--- config.mk ---
export PLATFORM = sky130hd
export DESIGN_NAME = branch_target_buffer
export DESIGN_NICKNAME = d
export VERILOG_FILES = /design/src/rtl/branch_target_buffer.sv
export SDC_FILE = /design/constraint.sdc
export NUM_CORES = 1
export LEC_CHECK = 0
export ABC_AREA = 1
export CELL_PAD_IN_SITES_DETAIL_PLACEMENT = 1
export CELL_PAD_IN_SITES_GLOBAL_PLACEMENT = 1
export CORE_ASPECT_RATIO = 1.25
export CORE_MARGIN = 1.5
export CORE_UTILIZATION = 45
export DETAILED_ROUTE_END_ITERATION = 12
export GPL_TIMING_DRIVEN = 0
export MAX_ROUTING_LAYER = met4
export PLACE_DENSITY_LB_ADDON = 0.15
export SLEW_MARGIN = 20
export SYNTH_ARGS = -nofsm -noshare
export SYNTH_HDL_FRONTEND = slang
export SYNTH_SLANG_ARGS = --single-unit
--- constraint.sdc ---
create_clock -name CLK -period 5.6 [get_ports CLK]
set_input_delay 1.68 -clock CLK [delete_from_list [all_inputs] [get_ports CLK]]
set_output_delay 1.68 -clock CLK [all_outputs]
set_load 0.05 [all_outputs]
--- src/rtl/branch_target_buffer.sv ---
// Direct-mapped branch target buffer.
//
// Fetch side presents a PC every cycle and receives a hit flag, a taken
// prediction and a predicted target, all combinational from stored state.
// Execute side writes one resolved branch/jump outcome per cycle through a
// single update port. Each entry holds valid, tag, target and a 2-bit
// saturating direction counter (0 strong NT .. 3 strong T).
//
// Ports:
//   CLK, RST          clock (rising edge), asynchronous active-high reset
//   BTB_fetch_pc      PC being fetched
//   BTB_hit           valid entry with matching tag
//   BTB_pred_taken    predicted taken (only with hit)
//   BTB_pred_target   predicted next PC, 0 on miss
//   BTB_upd_valid     update strobe from execute
//   BTB_upd_pc        PC of the resolved instruction
//   BTB_upd_target    resolved target
//   BTB_upd_taken     resolved direction (1 for jumps)
//   BTB_upd_is_jump   1 for jal/jalr, 0 for conditional branch
//   BTB_flush         invalidate all entries on the next edge

module branch_target_buffer #(
    parameter int unsigned ENTRIES = 16
) (
    input  logic        CLK,
    input  logic        RST,
    input  logic [31:0] BTB_fetch_pc,
    output logic        BTB_hit,
    output logic        BTB_pred_taken,
    output logic [31:0] BTB_pred_target,
    input  logic        BTB_upd_valid,
    input  logic [31:0] BTB_upd_pc,
    input  logic [31:0] BTB_upd_target,
    input  logic        BTB_upd_taken,
    input  logic        BTB_upd_is_jump,
    input  logic        BTB_flush
);

    localparam int unsigned IDX_W = $clog2(ENTRIES);
    localparam int unsigned TAG_W = 30 - IDX_W;

    logic [ENTRIES-1:0] valid_q;
    logic [TAG_W-1:0]   tag_q    [ENTRIES];
    logic [31:0]        target_q [ENTRIES];
    logic [1:0]         ctr_q    [ENTRIES];

    // Byte offset bits never take part in indexing or tagging.
    logic unused_pc_bits;
    assign unused_pc_bits = ^{BTB_fetch_pc[1:0], BTB_upd_pc[1:0]};

    // ---------------------------------------------------------------- lookup
    logic [IDX_W-1:0] fetch_idx;
    logic [TAG_W-1:0] fetch_tag;

    assign fetch_idx = BTB_fetch_pc[IDX_W+1:2];
    assign fetch_tag = BTB_fetch_pc[31:IDX_W+2];

    always_comb begin
        BTB_hit         = valid_q[fetch_idx] && (tag_q[fetch_idx] == fetch_tag);
        BTB_pred_taken  = BTB_hit && ctr_q[fetch_idx][1];
        BTB_pred_target = BTB_hit ? target_q[fetch_idx] : 32'h0;
    end

    // ---------------------------------------------------------------- update
    logic [IDX_W-1:0] upd_idx;
    logic [TAG_W-1:0] upd_tag;
    logic             upd_hit;
    logic             alloc;
    logic             hit_upd;
    logic             entry_we;
    logic             target_we;
    logic [1:0]       ctr_d;

    assign upd_idx = BTB_upd_pc[IDX_W+1:2];
    assign upd_tag = BTB_upd_pc[31:IDX_W+2];
    assign upd_hit = valid_q[upd_idx] && (tag_q[upd_idx] == upd_tag);

    always_comb begin
        // Not-taken misses never allocate; flush discards any update.
        alloc     = BTB_upd_valid && !BTB_flush && !upd_hit && BTB_upd_taken;
        hit_upd   = BTB_upd_valid && !BTB_flush && upd_hit;
        entry_we  = alloc || hit_upd;
        target_we = alloc || (hit_upd && (BTB_upd_is_jump || BTB_upd_taken));

        ctr_d = ctr_q[upd_idx];
        if (alloc) begin
            ctr_d = BTB_upd_is_jump ? 2'd3 : 2'd2;
        end else if (BTB_upd_is_jump) begin
            ctr_d = 2'd3;
        end else if (BTB_upd_taken) begin
            ctr_d = (ctr_q[upd_idx] == 2'd3) ? 2'd3 : ctr_q[upd_idx] + 2'd1;
        end else begin
            ctr_d = (ctr_q[upd_idx] == 2'd0) ? 2'd0 : ctr_q[upd_idx] - 2'd1;
        end
    end

    // Only the valid bits carry reset; payload fields are qualified by valid.
    always_ff @(posedge CLK or posedge RST) begin
        if (RST) begin
            valid_q <= '0;
        end else if (BTB_flush) begin
            valid_q <= '0;
        end else if (alloc) begin
            valid_q[upd_idx] <= 1'b1;
        end
    end

    always_ff @(posedge CLK) begin
        if (entry_we) begin
            ctr_q[upd_idx] <= ctr_d;
            if (alloc) begin
                tag_q[upd_idx] <= upd_tag;
            end
            if (target_we) begin
                target_q[upd_idx] <= BTB_upd_target;
            end
        end
    end

endmodule
==> impl_metrics.yaml <==
status:
  failed_checks: "setup timing"
  status: "finished, violations left"
sta:
  setup_viol: 40
  whs_ns: 0.544
  relSlewSlack_pct: 22.0
  rsz0062_at_grt: "true"
  fmax_mhz: 164
  post-route-period-util_pct: 109
  layout_min_cycle_time_ns: 6.09
  slew_viol_final: 0
  hold_viol_final: 0
  worst_pin_slew_ns: 1.17
  worst_slack_ns: -0.494
  finalClockSkew_ns: 0.0496
cells_and_area:
  final_util_pct: 56.3
  final_cells: 6009
  final_nets: 4709
  syn_to_final_growth_pct: 24.3
  drive_gt1_share_pct: 15.6
  stdcell_area_sq_um: 54900
floorplanning:
  dieHeight_um: 353
  core_area_sq_um: 97400
  ios: 136
  initial_core_util_pct: 45.3
  num_rows: 128
  die_x_um: 283
  fp.dieArea_sq_um: 100000
clocking:
  hold_buffers: 0
  root_buffer: "clkbuf_16"
  numCtsBuffers: 100
  clock_latency_ns: 0.72
  clkSinkCount: 976
  htreeDepth: 3
  ctsLongestPathBuffers: 3
  cts.clk_slew.worst_paths_ns: 0.06
  cts_tree: "done"
logic_synthesis:
  ys_types: 39
  ys_warn_count: 0
  synth_flop_cell: "edfxtp_1"
  synth_fp_nets: 4351
  netlist_area_sq_um: 44200
  avgSynthCellArea_sq_um: 10.4
  synthArstFlopShare_pct: 1.64
  ys_seq_area_share_pct: 66.2
  ys_ff_latch: 976
  netlist_instances: 4249
  synth-edff-count: 960
power_and_ir_drop:
  vdd_drop_max_v: 0.000280
  cellPowerDensity_nw_per_um2: 308
  p_leak_nw: 20.6
critical_path:
  slowest_stage: "a21o_2"
  path_common_cell: "buf_12"
  startpoint_type: "input port"
  critPathArrivalTime_ns: 4.41
  required_ns: 3.92
  max_stage_delay_ns: 0.29
  crit_path_end_kind: "primary output"
  worstPathMaxFanout: 10
  critPathKind: "in2out"
  path_cells: "buf_12, buf_12, buf_12, clkbuf_16, o21ai_0, nand3_1, nand3_1, a21o_2, nand2_2, nor2_1, nand4_1, nor2_4, nand2_8, buf_12, nor2_4, buf_8"
route:
  drtAntennaViolNets: 0
  route.met2.wl_mm: 98.9
  wl_met1_mm: 68.1
  vias_per_cell: 6.41
  wire_per_inst_um: 34.5
  wl_met3_mm: 19.8
  first_pass_iters: 6
  drt_iter0_drc: 5275
  drcViolationCount: 0
  vias: 38489
  wirelength_mm: 207
  maxUsedRoutingLayer: "met4"
global_routing:
  grt_max_degree: 20
  grt_pass1_wl_mm: 287
  grt_pass1_vias: 39093
  grt_overflow: 0
  antenna_found_initial: 15
  grt_usage_pct: 42.0
hold_path:
  hp-class: "reg2reg"
place:
  post_dp_cell_area_sq_um: 48600
  gp_congestion: 0.964
  io_buffers: 127
  hpwl_mm: 138
  dp.cells: 5733
  post-place-ws_ns: -3.06
job:
  maxCapViolCount: 0
-- through the flow --
stage	power [mW]	TNS, ns
after floorplan	8.97	-3.07
after CTS	16.8	-8.82
final	16.9	-15.19
after global placement	9.75	-3595.47
after global routing	17.2	-14.23
after detailed placement	9.80	-1184.85
-- path summary, 6_finish.rpt --
| path | from | end | slack, ns | depth (start not counted) |
|---|---|---|---|---|
| min reg2reg | valid_q[7] | valid_q[7] | 0.54 | 2 |
| min | valid_q[7] | valid_q[7] | 0.54 | 2 |
| max | BTB_fetch_pc[2] | BTB_pred_target[2] | -0.49 | 16 |
| max reg2reg | tag_q[15][15] | tag_q[6][8] | 1.71 | 17 |
| max in group asynchronous | RST | valid_q[6] | 3.78 | 2 |
| min in group asynchronous | RST | valid_q[9] | 1.38 | 2 |
-- routing by layer --
layer | vias up | track usage (%)
li1 | 15746 | -
met1 | 19032 | 44.8
met2 | 2670 | 67.8
met3 | 1041 | 8.45
met4 | 0 | 34.5
met5 | - | -
-- flip-flops by register name (all words and copies together), names as in the netlist --
| signal | count |
|---|---|
| ctr_q | 32 |
| tag_q | 416 |
| target_q | 512 |
| valid_q | 16 |
-- critical path, delay by kind of cell --
kind	cells	cell delay [ns]
buffers and inverters	6	1.00
AND/OR/NAND/NOR	8	1.17
AO/OA/AOI/OAI	2	0.51
-- cells by family after synthesis --
| group | synth area share, % |
|---|---|
| AOI/OAI and AO/OA | 12.0 |
| buffers and inverters | 4.24 |
| DFF | 66.2 |
| muxes | 0.0227 |
| xor gates and xnor gates | 0.119 |
| and+or+nand+nor | 17.4 |
-- cells in the mapped netlist, types with 33 or more instances --
cell type,instances,area (sq um)
o31ai_1,33,248
a21oi_1,322,1610
nand3_1,149,746
buf_2,68,340
a221oi_1,127,1110
inv_1,150,563
o21ai_0,231,1160
clkbuf_1,168,631
nor2_1,396,1490
o211ai_1,82,616
nand2_1,1333,5000
edfxtp_1,960,28800
-- where the power goes --
part	switching (mW)	total (mW)	internal [mW]
Clock	3.03	6.96	3.93
Combinational	1.34	1.87	0.534
Sequential	0.0175	8.09	8.07
-- area by class of cell --
class                   count  area [sq um]
inverters                 157           613
flip-flops and latches    976         29200
fillers                 10404         42500
repair buffers            256          3590
diodes                     16          40.0
clock inverters            63           649
clock buffers             125          2660
multi-input cells        2829         13900
plain buffers             287          2600
well taps                1300          1630
-- cell usage in the layout, fill, tap and decap left out, types with 12 or more instances in the layout --
master | netlist | final
a21oi_1 | 322 | 317
a221oi_1 | 127 | 126
a22oi_1 | 16 | 16
buf_1 | 30 | 12
buf_12 | 0 | 60
buf_16 | 0 | 33
buf_2 | 68 | 40
buf_4 | 11 | 67
buf_6 | 10 | 41
buf_8 | 0 | 20
bufinv_16 | 0 | 12
clkbuf_1 | 168 | 43
clkbuf_16 | 0 | 119
clkbuf_2 | 0 | 70
clkbuf_4 | 0 | 34
clkbuf_8 | 0 | 32
clkdlybuf4s50_1 | 0 | 92
clkinv_1 | 2 | 20
clkinv_2 | 0 | 20
dfrtp_1 | 16 | 16
diode_2 | 0 | 16
edfxtp_1 | 960 | 960
inv_1 | 150 | 147
nand2_1 | 1333 | 1318
nand2_2 | 3 | 14
nand3_1 | 149 | 128
nand3_2 | 10 | 27
nand4_1 | 27 | 27
nor2_1 | 396 | 327
nor2_4 | 1 | 63
o211ai_1 | 82 | 82
o21ai_0 | 231 | 192
o21ai_1 | 24 | 55
o22ai_1 | 17 | 16
o31ai_1 | 33 | 33
-- repair_timing --
action	4_1_cts	5_1_grt
gates cloned	11	0
pin swaps	47	19
buffers inserted	47	14
resized for setup	821	84
setup endpoints to repair	973	842
(Power assumes the default switching activity.)
